### src/rtl/runway_pkg.sv
// Shared types and constants for the runway lamp pattern decoder.
//   mode_t      : wind mode; MODE_NONE marks a pair that fits no mode
//   LAMP_*      : the four legal lamp patterns (bit2 = left lamp)
//   dec_state_t : decoder FSM state
//   is_legal()  : true for the four legal lamp patterns
package runway_pkg;

   typedef enum logic [1:0] {
      MODE_CALM = 2'b00,
      MODE_RTOL = 2'b01,
      MODE_LTOR = 2'b10,
      MODE_NONE = 2'b11
   } mode_t;

   localparam logic [2:0] LAMP_L  = 3'b100;
   localparam logic [2:0] LAMP_M  = 3'b010;
   localparam logic [2:0] LAMP_R  = 3'b001;
   localparam logic [2:0] LAMP_LR = 3'b101;

   typedef enum logic [1:0] {
      EMPTY  = 2'b00,
      HUNT   = 2'b01,
      TRACK  = 2'b10,
      LOCKED = 2'b11
   } dec_state_t;

   function automatic logic is_legal(input logic [2:0] lamps);
      return (lamps == LAMP_L) || (lamps == LAMP_M) ||
             (lamps == LAMP_R) || (lamps == LAMP_LR);
   endfunction

endpackage

### src/rtl/runway_pair_classifier.sv
// Combinational classifier for a pair of consecutive lamp frames.
// Ports:
//   prev : previous frame pattern
//   cur  : current frame pattern
//   cls  : mode the pair belongs to, MODE_NONE when the pair fits no mode
module runway_pair_classifier
   import runway_pkg::*;
(
   input  logic [2:0] prev,
   input  logic [2:0] cur,
   output mode_t      cls
);

   always_comb begin
      cls = MODE_NONE;
      case ({prev, cur})
         {LAMP_M,  LAMP_LR},
         {LAMP_LR, LAMP_M}:  cls = MODE_CALM;
         {LAMP_R,  LAMP_M},
         {LAMP_M,  LAMP_L},
         {LAMP_L,  LAMP_R}:  cls = MODE_RTOL;
         {LAMP_L,  LAMP_M},
         {LAMP_M,  LAMP_R},
         {LAMP_R,  LAMP_L}:  cls = MODE_LTOR;
         default:            cls = MODE_NONE;
      endcase
   end

endmodule

### src/rtl/runway_pattern_decoder.sv
// Recovers the wind mode from the lamp pattern driven by the runway light
// sequencer, declaring lock after LOCK_N consecutive same-class frame pairs
// and counting illegal frames.
// Ports:
//   clk, reset  : clock, synchronous active-high reset
//   adv         : frame strobe; lights is sampled only when adv=1
//   lights      : lamp pattern, bit2 = left lamp
//   mode        : last locked mode (00 calm, 01 right-to-left, 10 left-to-right)
//   mode_valid  : set once any lock has occurred since reset
//   locked      : current mode confirmed
//   glitch      : one-cycle pulse after an illegal frame
//   err_count   : saturating glitch count
//   dbg_state   : current FSM state (dec_state_t encoding)
// Handshake: adv is a bare strobe with no back-pressure; every clock edge
// with adv=1 consumes exactly one frame, including back-to-back cycles.
module runway_pattern_decoder
   import runway_pkg::*;
#(
   parameter int LOCK_N = 3,
   parameter int ERR_W  = 8
) (
   input  logic             clk,
   input  logic             reset,
   input  logic             adv,
   input  logic [2:0]       lights,
   output logic [1:0]       mode,
   output logic             mode_valid,
   output logic             locked,
   output logic             glitch,
   output logic [ERR_W-1:0] err_count,
   output logic [1:0]       dbg_state
);

   localparam logic [3:0] LOCK_N4 = 4'(LOCK_N);

   dec_state_t state;
   logic [2:0] prev;
   mode_t      cand;
   mode_t      mode_r;
   logic [3:0] cnt;
   mode_t      cls;

   runway_pair_classifier u_cls (
      .prev (prev),
      .cur  (lights),
      .cls  (cls)
   );

   assign mode      = mode_r;
   assign dbg_state = state;

   always_ff @(posedge clk) begin
      if (reset) begin
         state      <= EMPTY;
         prev       <= 3'b000;
         cand       <= MODE_NONE;
         cnt        <= 4'd0;
         mode_r     <= MODE_CALM;
         mode_valid <= 1'b0;
         locked     <= 1'b0;
         glitch     <= 1'b0;
         err_count  <= '0;
      end else begin
         glitch <= 1'b0;
         if (adv) begin
            if (!is_legal(lights)) begin
               // Illegal frame: drop the pair history and start over.
               glitch <= 1'b1;
               if (err_count != '1) err_count <= err_count + ERR_W'(1);
               state  <= EMPTY;
               locked <= 1'b0;
               cand   <= MODE_NONE;
               cnt    <= 4'd0;
            end else begin
               prev <= lights;
               case (state)
                  EMPTY: state <= HUNT;
                  HUNT: begin
                     if (cls != MODE_NONE) begin
                        cand <= cls;
                        cnt  <= 4'd1;
                        if (LOCK_N == 1) begin
                           state      <= LOCKED;
                           mode_r     <= cls;
                           mode_valid <= 1'b1;
                           locked     <= 1'b1;
                        end else begin
                           state <= TRACK;
                        end
                     end
                  end
                  TRACK: begin
                     if (cls == MODE_NONE) begin
                        state <= HUNT;
                        cnt   <= 4'd0;
                     end else if (cls == cand) begin
                        cnt <= cnt + 4'd1;
                        if (cnt + 4'd1 == LOCK_N4) begin
                           state      <= LOCKED;
                           mode_r     <= cand;
                           mode_valid <= 1'b1;
                           locked     <= 1'b1;
                        end
                     end else begin
                        cand <= cls;
                        cnt  <= 4'd1;
                        // With LOCK_N=1 a single pair of the new class is enough.
                        if (LOCK_N == 1) begin
                           state      <= LOCKED;
                           mode_r     <= cls;
                           mode_valid <= 1'b1;
                           locked     <= 1'b1;
                        end
                     end
                  end
                  LOCKED: begin
                     if (cls == MODE_NONE) begin
                        state  <= HUNT;
                        locked <= 1'b0;
                        cnt    <= 4'd0;
                     end else if (cls != mode_r) begin
                        cand <= cls;
                        cnt  <= 4'd1;
                        if (LOCK_N == 1) begin
                           mode_r <= cls;
                        end else begin
                           state  <= TRACK;
                           locked <= 1'b0;
                        end
                     end
                  end
                  default: state <= EMPTY;
               endcase
            end
         end
      end
   end

endmodule

### config.mk
export PLATFORM = sky130hd
export DESIGN_NAME = runway_pattern_decoder
export DESIGN_NICKNAME = d
export VERILOG_FILES = /design/src/rtl/runway_pkg.sv /design/src/rtl/runway_pair_classifier.sv /design/src/rtl/runway_pattern_decoder.sv
export SDC_FILE = /design/constraint.sdc
export NUM_CORES = 1
export LEC_CHECK = 0
export CAP_MARGIN = 20
export CORE_MARGIN = 1
export CORE_UTILIZATION = 32
export DETAILED_ROUTE_END_ITERATION = 6
export HOLD_SLACK_MARGIN = 0.06
export PLACE_DENSITY = 0.5
export SLEW_MARGIN = 20
export SYNTH_ARGS = -nofsm -noshare
export SYNTH_HDL_FRONTEND = slang
export SYNTH_SLANG_ARGS = --single-unit
### constraint.sdc
create_clock -name clk -period 7.5 [get_ports clk]
set_input_delay 1.875 -clock clk [delete_from_list [all_inputs] [get_ports clk]]
set_output_delay 1.875 -clock clk [all_outputs]
set_load 0.005 [all_outputs]
; After elaboration in Yosys (flattened, before gate mapping)
; Cells that the tools add are included.
; Widths: inputs -> output; s select.
[totals]
wordCells = 93
ff_bits = 24
output_inout_bits = 15
inputBits = 6
[classes]
bitwise = 3
add_sub_neg = 2
n_reduce_logical = 15
mux = 31
eq_ne = 33
[op_table]
columns = cell, n
row1 = $mux 2, 13
row2 = $mux 4, 6
row3 = $ne 3x3->1 const B, 7
row4 = $eq 6x5->1 const B, 3
row5 = $eq 6x6->1 const B, 3
row6 = $eq 6x4->1 const B, 2
row7 = $ne 4x4->1 const B, 3
row8 = $pmux 2 s3, 2
row9 = $pmux 4 s3, 1
row10 = $reduce_and 6->1, 2
row11 = $add 8x1->8 const B, 1
row12 = $ne 8x8->1 const B, 1
row13 = $pmux 2 s4, 1
row14 = $mux 1, 7
row15 = $reduce_and 7->1, 1
row16 = $eq 2x2->1 const B, 3
row17 = $eq 3x3->1 const B, 2
row18 = $reduce_or 3->1, 2
row19 = $reduce_and 5->1, 1
row20 = $add 4x1->4 const B, 1
row21 = $eq 4x2->1 const B, 1
row22 = $ne 4x1->1 const B, 1
row23 = $reduce_and 4->1, 1
row24 = $reduce_or 2->1, 2
row25 = 13 further kinds, 17

; Depth between registers and ports, before layout
; Gate-level depths: netlist (run 1).
[depth]
ltp_word = 8
ltp_mapped = 8
ltp_nobuf = 7

; Cells and area by module
; From an unflattened synthesis (run 1), not the netlist that was laid out.
[unflattened]
cells_unflattened = 190
hier_area_um2 = 1650.3
[by_module_without_submodules]
columns = mod, instances, seq_area_each_um2, cells_each, area_per_inst_um2
row1 = runway_pattern_decoder, 1, 480.5, 180, 1575.3
row2 = runway_pair_classifier, 1, 0.0, 10, 75.1

; Worst setup path before layout (run 1)
; Ideal clock, no wire load.
[synth_timing]
kind = in2reg
startpoint = input port lights[0]
endpoint = register state[1] (netlist: dbg_state[1])
required_ns = 7.399
setup_time_ns = 0.101
cell_stages = 7
setup_slack_ns = 3.864
path_buffers = 1
arrival_time_ns = 3.535
cell_sequence = buf_2 -> nor4b_4 -> nand2_2 -> a2111o_1 -> o221a_2 -> a311o_1 -> o41ai_1
[synth_via]
elab_chain_cells = 7
elab_cells_between_ends = 32
classes_between = eq/ne: 20 / mux: 5 / reduce/logical: 7
[synth_rtl]
columns = item, line_no
row1 = from (decl), runway_pattern_decoder.sv:25  ; input logic [2:0] lights,
row2 = "$eq 6x6->1, or another cell as far along", runway_pair_classifier.sv:16  ; case ({prev, cur})
row3 = $reduce_or 3->1 / $reduce_or 2->1 (equally long branches), runway_pair_classifier.sv:16
row4 = $pmux 2 s3, runway_pair_classifier.sv:16
row5 = $eq 2x2->1, "runway_pattern_decoder.sv:93, runway_pattern_decoder.sv:117"
row6 = $mux 2 (on tied branches), "runway_pattern_decoder.sv:117, runway_pattern_decoder.sv:93"
row7 = $pmux 2 s4, runway_pattern_decoder.sv:76  ; case (state)
row8 = $mux 2, runway_pattern_decoder.sv:66  ; if (!is_legal(lights)) begin
row9 = to (signal assigned), runway_pattern_decoder.sv:77  ; EMPTY: state <= HUNT;
row10 = to (signal assigned), runway_pattern_decoder.sv:94  ; state <= HUNT;
row11 = to (signal assigned), runway_pattern_decoder.sv:118  ; state <= HUNT;
row12 = to (decl), runway_pattern_decoder.sv:36  ; dec_state_t state;
; Several ways; a longest one is shown, not always the timed one.
; A chain may end at the register's enable or synchronous reset.

; Worst setup path after layout (run 1)
[layout_timing]
startpoint = input port lights[1]
endpoint = register cnt[2]
[layout_via]
elab_chain_cells = 8
elab_cells_between_ends = 32
classes_between = eq/ne: 19 / mux: 6 / reduce/logical: 7
[layout_rtl]
columns = item, line_no
row1 = "$eq 6x6->1, or another cell as far along", runway_pair_classifier.sv:16
row2 = $reduce_or 3->1 / $reduce_or 2->1 (equally long branches), runway_pair_classifier.sv:16
row3 = $pmux 2 s3, runway_pair_classifier.sv:16
row4 = $eq 2x2->1, runway_pattern_decoder.sv:96  ; end else if (cls == cand) begin
row5 = $mux 4, runway_pattern_decoder.sv:96
row6 = $mux 4, runway_pattern_decoder.sv:93  ; if (cls == MODE_NONE) begin
row7 = $pmux 4 s3, runway_pattern_decoder.sv:76
row8 = $mux 4, runway_pattern_decoder.sv:66
row9 = to (signal assigned), runway_pattern_decoder.sv:97  ; cnt <= cnt + 4'd1;
row10 = to (decl), runway_pattern_decoder.sv:40  ; logic [3:0] cnt;
; Several ways; a longest one is shown, not always the timed one.

==> results.ini, run 1 <==
[route]
vias = 1678
wl_per_cell_um = 15.0
drt_iter0_drc = 58
final_antenna_net_count = 0
detail_route.vias_per_cell = 5.57
drc_errors = 0
drtPass1Iterations = 4
finalWirelength_um = 4520

[timing]
slew_viol_final = 0
worstMarginPinSlew_ns = 0.935
fin_crit_ns = 4.39
grt_setup_unrepaired = no
relSlewSlack_pct = 37.4
finClkSkew_ns = 0.00307
fin_ws_ns = 3.11
final-setup-viol-count = 0
hold_viol = 0
fmax_mhz = 228
setup_tns_ns = 0
period_share_pct = 58.6

[min_path]
hold_start = mode_valid
min_path_type = reg2reg

[logic_synthesis]
synth-edff-count = 0
synth.largest_area_cell = dfxtp_1
ys_seq_elements = 24
syn-num-nets = 229
synth_common_cells = dfxtp_1, nor2_1, nand2_1, nand3_1, inv_1
syn_avg_cell_area_um2 = 8.61
synth-seq-area-share_pct = 25.8
synthFlopType = dfxtp_1
synth_cells = 216
yosysWarnings = 0
synthMostInstantiatedCell = dfxtp_1
ys_top_cells_by_area = dfxtp_1, ha_1, nor2_1
netlist.area_leader.share_pct = 25.8
ys_types = 62
async_flop_share_pct = 0
syn_area_mm2 = 0.00186

[die]
coreArea_mm2 = 0.00554
die_w_um = 78.2
io_pins = 21
fp-row-count = 27
die_area_mm2 = 0.00612
die_h_um = 78.2
start_util_pct = 33.6

[global_route]
grt_max_degree = 26
grtUsageTotal_pct = 15.8
first_global_vias = 1621
grt_pass1_wl_um = 7850
antenna_found_initial = 0
grt_overflow_total = 0

[layout]
fin_util_pct = 39.1
n_antenna_cell = 0
syn_to_final_growth_pct = 16.5
fin_nets = 243
drive_above_1_share_pct = 11.8
regArea_um2 = 480
stdcell_count = 301
multiInputGateArea_mm2 = 0.00128
fill_cells = 601

[placed_design]
pre_cts_ws_ns = 2.87
portBuffers = 20
dp_hpwl_um = 3300
dp.cells = 297
gp_congestion = 0.776

[clock_tree]
cts_root_buffer = clkbuf_8
cts_setup_buffers = 0
cts.htree.levels = 1
ctsHoldBuffers = 0
cts_buffers = 3
ctsResizeCount = 0
cts.sink_count = 24
cts_tree = done
worstSkewPairLatency_ns = 0.27
clk_pin_slew_ns = 0.09
clockBufferDepth = 2

[worst_setup_path]
critPathLaunchType = input port
required_ns = 7.67
cpPeakStageDelay_ns = 0.87
critPathBufInv = 1
worstPathCellList = clkdlybuf4s50_1, nor4b_4, nand2_2, a2111o_1, o221ai_2, nor3_1, a32o_1
setup.worst_path.class = in2reg
worstSetupStartpoint = lights[1]
r2r-start = prev[1]
path_max_fanout = 17
crit_path_end_kind = flop
crit_family = compound AO/OA/AOI/OAI gates
arrival_ns = 4.56
cp_slowest_cell = clkdlybuf4s50_1

[power_and_ir_drop]
p_total_mw = 0.303
p_leak_nw = 0.771
irDropWorstVdd_uv = 67.3
power_density_mw_per_mm2 = 140

[flow_run]
maxCapViolations = 0

[status]
status = finished clean

cell usage in the layout (no fill, tap or decap), types with 2 or more instances in the layout:
cell type	n
dfxtp_1	24
clkdlybuf4s50_1	20
nor2_1	19
nand2_1	12
nand3_1	12
inv_1	11
o21ai_0	10
a21oi_1	9
ha_1	7
nor3_1	6
a211o_1	5
mux2i_1	5
xor2_1	5
o211ai_1	4
o21ai_1	4
a21o_1	4
or2_2	3
and4bb_2	3
nor4b_4	3
o21a_1	3
o41ai_1	3
and3_1	3
xnor2_1	3
clkbuf_8	3
nor2b_1	2
and3b_1	2
o211ai_2	2
a2111o_1	2
a211oi_1	2
and2_1	2
nand4_1	2
a2111oi_2	2
a31oi_1	2
a32o_1	2
path summary, 6_finish.rpt:
check,to,cells after the start,slack (ns)
worst min register to register,mode_valid,2,0.48
worst max register to register,cnt[2],6,5.11
worst max-delay path,cnt[2],7,3.11
worst min-delay path,mode_valid,2,0.48
kinds of logic (layout without fill, tap and decap cells):
family / count (synthesis) / after routing / synth area share [%]
compound gates: 72 / 72 / 31.4
simple gates: 78 / 78 / 26.4
buf+inv: 22 / 35 / 5.18
xor+xnor: 8 / 8 / 3.77
flops: 24 / 24 / 25.8
fa+ha+maj: 7 / 7 / 4.71
mux: 5 / 5 / 2.69
power breakdown:
| group | switching, mW | leakage (nW) | total (mW) | internal (mW) |
|---|---|---|---|---|
| registers | 0.00613 | 0.195 | 0.137 | 0.131 |
| logic | 0.0297 | 0.541 | 0.0512 | 0.0215 |
| clock network | 0.0438 | 0.0357 | 0.115 | 0.0714 |
| total | 0.0796 | 0.771 | 0.303 | 0.224 |
routing by layer:
layer | GRT usage [%] | vias to the layer above | wire length (um)
li1 | - | 851 | -
met3 | 2.67 | 9 | 106
met4 | 5.37 | 0 | 81
met1 | 21.2 | 790 | 2290
met5 | 0 | - | 0
met2 | 25.6 | 28 | 2030
worst register-to-register path: cells and delay by family, from the launching register on:
family	cells	cell delay [ns]
flops	1	0.58
simple gates	2	0.45
compound gates	4	1.26
registers in the layout, indices dropped and copies added, names as in the netlist:
register	flops
cand	2
cnt	4
mode	2
err_count	8
dbg_state	2
prev	3
locked	1
glitch	1
mode_valid	1
final cells by class:
type,count,share of cell area (%)
Sequential cell,24,22.2
Multi-Input combinational cell,170,59.2
Clock buffer,3,1.91
Inverter,11,1.91
Timing Repair Buffer,20,9.24
Clock inverter,1,1.39
Tap cell,72,4.16
through the flow:
step / hold WS (ns) / area [um2]
5_1_grt: 0.521 / 2170
2_1_floorplan: 0.460 / 1860
6_report: 0.479 / 2170
4_1_cts: 0.485 / 2170
3_3_place_gp: 0.455 / 2090
3_5_place_dp: 0.462 / 2090
Power figures use the tool's default switching activity.
==> inputs of run 2 (changes only) <==
Settings changed: PLACE_DENSITY 0.5 to 0.52.
Clock period 7.5 ns to 3.9 ns, I/O delays scaled along.
==> run 2 against run 1 <==
Critical path depth did not move. Hold slack improved by 0.00064 ns. Final area rose by 0.64%. Wire length fell by 2.6%. Global-route usage fell by 0.64 points. Critical path type unchanged. Critical endpoint is now dbg_state[0]. Highest routed layer unchanged.
==> results.ini, run 2 (synthesis results as in run 1) <==
[route]
drtPass1Iterations = 4  ; unchanged
drc_errors = 0  ; unchanged
vias = 1693  ; +0.89%
finalWirelength_um = 4400  ; -2.6%
wl_per_cell_um = 14.4  ; -3.9%
detail_route.vias_per_cell = 5.55  ; -0.43%
drt_iter0_drc = 72  ; +24%
final_antenna_net_count = 0  ; unchanged

[die]
coreArea_mm2 = 0.00554  ; unchanged
die_h_um = 78.2  ; unchanged
die_area_mm2 = 0.00612  ; unchanged
die_w_um = 78.2  ; unchanged
fp-row-count = 27  ; unchanged
start_util_pct = 33.6  ; unchanged
io_pins = 21  ; unchanged

[power_and_ir_drop]
p_total_mw = 0.534  ; +76%
p_seq_share_pct = 49.2  ; +4.1 points
pwr-share-comb_pct = 19.0  ; +2.1 points
clkPwrFrac_pct = 31.8  ; -6.2 points
irDropWorstVdd_uv = 150  ; +120%
intPower_mw = 0.386  ; +73%
swShare_pct = 27.8  ; +1.5 points
power_density_mw_per_mm2 = 245  ; +75%
p_leak_nw = 0.784  ; +1.6%
switchingPower_mw = 0.149  ; +87%

[clock_tree]
clockBufferDepth = 2  ; unchanged
cts_setup_buffers = 0  ; unchanged
cts_tree = done
cts_buffers = 3  ; unchanged
cts.sink_count = 24  ; unchanged
worstSkewPairLatency_ns = 0.27  ; about the same
ctsResizeCount = 0  ; unchanged
cts_root_buffer = clkbuf_8
clk_pin_slew_ns = 0.09  ; about the same
cts.htree.levels = 1  ; unchanged
ctsHoldBuffers = 0  ; unchanged

[global_route]
antenna_found_initial = 0  ; unchanged
first_global_vias = 1561  ; -3.7%
grtUsageTotal_pct = 15.2  ; -0.64 points
grt_max_degree = 26  ; unchanged
grt_pass1_wl_um = 7470  ; -4.8%
grt_overflow_total = 0  ; unchanged

[placed_design]
place_area_mm2 = 0.00212  ; +1.4%
dp_hpwl_um = 3230  ; -2.0%
portBuffers = 20  ; unchanged
gp_congestion = 0.808  ; +4.2%

[layout]
largest-register = err_count
final_common_cell = dfxtp_1
fill_cells = 603  ; +0.33%
largestRegisters = err_count x8, cnt x4, prev x3
largest_reg_flops = 8  ; unchanged
n_antenna_cell = 0  ; unchanged
mostFrequentLayoutCells = dfxtp_1, clkdlybuf4s50_1, nor2_1
fin_nets = 247  ; +1.6%
fin_area_mm2 = 0.00218  ; +0.64%
drive_above_1_share_pct = 13.3  ; +1.5 points
syn_to_final_growth_pct = 17.2

[worst_setup_path]
required_ns = 4.05  ; -3.62 ns
setup.worst_path.class = in2reg
arrival_ns = 3.47  ; -1.09 ns
critPathLaunchType = input port
r2r_setup_slack_ns = 1.52  ; -3.59 ns
path_max_fanout = 17  ; unchanged
r2r_end = cand[1]
r2r-start = prev[1]
reg2regPathDepth = 6  ; unchanged
crit_path_end_kind = flop

[min_path]
hold_start = mode_valid
min_path_type = reg2reg
min_to = mode_valid
holdPathStages = 2  ; unchanged

[timing]
relSlewSlack_pct = 63.9  ; +26 points
fmax_mhz = 301
slew_viol_final = 0  ; unchanged
period_share_pct = 85.2
grt_setup_unrepaired = no
hold_viol = 0  ; unchanged
holdWs_ns = 0.480  ; +0.000639 ns
worstMarginPinSlew_ns = 0.540  ; -0.395 ns
setup_tns_ns = 0  ; unchanged
fin_crit_ns = 3.32
final-setup-viol-count = 0  ; unchanged
finClkSkew_ns = 0.00412  ; +0.00105 ns

[flow_run]
maxCapViolations = 0  ; unchanged

[status]
status = finished clean

## run 2: cell types whose count changed in the layout (fill, tap and decap cells not counted)
| cell | previous run | this run |
|---|---|---|
| buf_4 | 0 | 4 |
| clkbuf_8 | 3 | 4 |
| bufinv_16 | 1 | 0 |
## run 2: power groups by stage
stage / Sequential [mW] / Combinational, mW / Clock [mW]
global route: 0.265 / 0.113 / 0.193
detailed placement: 0.269 / 0.102 / 0
global placement: 0.269 / 0.102 / 0
finish: 0.263 / 0.101 / 0.170
floorplan: 0.263 / 0.0772 / 0
CTS: 0.263 / 0.102 / 0.178
## run 2: metrics by stage
| step | setup slack (ns) | utilization [%] | instances |
|---|---|---|---|
| global route | 0.372 | 39.3 | 305 |
| detailed placement | 0.323 | 38.3 | 301 |
| global placement | 0.365 | 38.3 | 301 |
| floorplan | 1.16 | - | 216 |
| CTS | 0.586 | 39.3 | 305 |
| finish | 0.577 | 39.3 | 305 |
## run 2: cell type report
cell class / instances / area (um2) / share of cell area [%]
Clock buffer: 4 / 55.1 / 2.53
Inverter: 11 / 41.3 / 1.89
Multi-Input combinational cell: 170 / 1280 / 58.8
Sequential cell: 24 / 480 / 22.0
Tap cell: 72 / 90.1 / 4.13
Timing Repair Buffer: 24 / 230 / 10.6
## run 2: worst max path at each step
stage,startpoint,end,slack (ns),cells past startpoint
floorplan,lights[0],dbg_state[1],1.16,7
global placement,lights[2],dbg_state[0],0.37,7
detailed placement,lights[2],cand[1],0.32,7
CTS,lights[2],cnt[2],0.59,7
global route,lights[2],dbg_state[0],0.37,7
finish,lights[2],dbg_state[0],0.58,7
## run 2: worst max-delay path, cell delays in order
cell and delay [ns]:
clkdlybuf4s50_1 0.81, and4bb_2 0.30, a211oi_2 0.36, o21a_1 0.28, mux2i_1 0.30, nor2_1 0.07, o41ai_1 0.37
## run 2: metal layers
layer | track usage, % | up-vias | wire length, um
li1 | - | 859 | -
met1 | 19.9 | 796 | 2170
met2 | 24.8 | 30 | 1990
met3 | 3.14 | 8 | 141
met4 | 4.81 | 0 | 95
met5 | 0 | - | 0
==> edit (settings of run 2) <==
The parameter `ERR_W` goes from 8 to 10.
--- a/src/rtl/runway_pattern_decoder.sv
+++ b/src/rtl/runway_pattern_decoder.sv
@@ -18,5 +18,5 @@
 #(
    parameter int LOCK_N = 3,
-   parameter int ERR_W  = 8
+   parameter int ERR_W  = 10
 ) (
    input  logic             clk,
Interface: changed (resized err_count); port bits go from 21 to 23. No check against the original RTL was run, so the function may have changed too.
==> edit against run 2 <==
- area after synthesis is 8.1% lower
- largest cell class unchanged
- total power is 13% higher
- highest routed layer unchanged
- final area is 4.0% lower
- critical path depth is 1 higher
- non-clock buffer count is 3 higher
- wire length is 12% lower
- sequential cell count is 2 higher
- setup slack better by 0.044 ns
- hold slack worse by 0.012 ns
==> edit: results (changes against run 2) <==
grt_first_pass_wirelength_um: 6660  # was 7470 um
grt_pass1_vias: 1375  # was 1561
numSequentialCells: 26  # was 24
total_power_uw: 606  # was 534 uW
crit_family: "simple AND/OR/NAND/NOR gates"  # was compound AO/OA/AOI/OAI gates
pg_clk_uw: 221  # was 170 uW
synth_cell_types: 59  # was 62
area_growth_pct: 22.4  # was 17.2%
outcome: "finished, final reports clean"  # unchanged
buffer_area_share_pct: 12.3  # was 10.6%
peakVddDrop_uv: 199  # was 150 uV
worstHoldStart: "locked"  # was mode_valid
p_leak_uw: 0.000745  # was 0.000784 uW
gp_congestion: 0.814  # was 0.808
seqCellArea_sq_um: 520  # was 480 sq um
synth_fp_nets: 218  # was 229
clk_share_pct: 3.41  # was 2.53%
num-nonclk-inverters: 9  # was 11
place_hpwl_um: 2890  # was 3230 um
die_area_sq_um: 5640  # was 6120 sq um
synth_common_cells: "dfxtp_1 (26), nor2_1 (24), nand2_1 (20), nand3_1 (13), a21oi_1 (10)"  # was dfxtp_1 (24), nor2_1 (19), nand2_1 (12), nand3_1 (12), inv_1 (11)
arrival_ns: 3.49  # was 3.47 ns
drtIter0Drc: 36  # was 72
met2_length_um: 1720  # was 1990 um
fill_cells: 574  # was 603
net-switching-power_uw: 149  # about the same
globalRouteMet3Util_pct: 3.21  # was 3.14%
final.clkbuf_count: 3  # was 4
synth_area_leaders: "dfxtp_1 (30%), nor2_1 (5.3%), ha_1 (5.1%)"  # was dfxtp_1 (26%), ha_1 (4.7%), nor2_1 (3.8%)
grt_use_met2_pct: 24.4  # was 24.8%
wl_met1_um: 1950  # was 2170 um
grt_max_degree: 25  # was 26
pg_seq_uw: 287  # was 263 uW
reg_top3: "err_count (10), cnt (4), prev (3)"  # was err_count (8), cnt (4), prev (3)
dr_total_vias: 1496  # was 1693
placed_cell_area_sq_um: 2020  # was 2120 sq um
drt_wl_total_um: 3860  # was 4400 um
layout-drive-gt1-share_pct: 9.13  # was 13.3%
worst_clock_skew_ns: 0.00169  # was 0.00412 ns
io_buffer_count: 22  # was 20
finalNonFillerCells: 300  # was 305
grt_usage_pct: 15.2  # about the same
avgSynthCellArea_sq_um: 8.34  # was 8.61 sq um
worstReg2RegStart: "prev[0]"  # was prev[1]
relSlewSlack_pct: 73.8  # was 63.9%
[edit: changes by cell type after synthesis, moves of 3 or more]
cell | before | now
nor3_1 | 6 | 2
xor2_1 | 5 | 9
o21ai_0 | 10 | 6
nor4b_4 | 3 | 0
nand2_1 | 12 | 20
nor2b_1 | 2 | 5
nor2_1 | 19 | 24
or2_2 | 3 | 0
buf_2 | 5 | 2
and4bb_2 | 3 | 0
a211o_1 | 5 | 2
[edit: cell families after synthesis]
| family | count (synthesis) | share of synthesized area, % |
|---|---|---|
| compound gates | 48 | 21.6 |
| xor+xnor | 13 | 6.66 |
| fa+ha+maj | 7 | 5.12 |
| buf+inv | 15 | 3.95 |
| flops | 26 | 30.5 |
| mux | 7 | 4.10 |
| simple gates | 89 | 28.1 |
[edit: path summary, 6_finish.rpt]
| kind | end | slack (ns) | cells after the start |
|---|---|---|---|
| min | locked | 0.47 | 2 |
| min reg2reg | locked | 0.47 | 2 |
| max reg2reg | cnt[1] | 1.47 | 7 |
| max | cnt[1] | 0.62 | 8 |
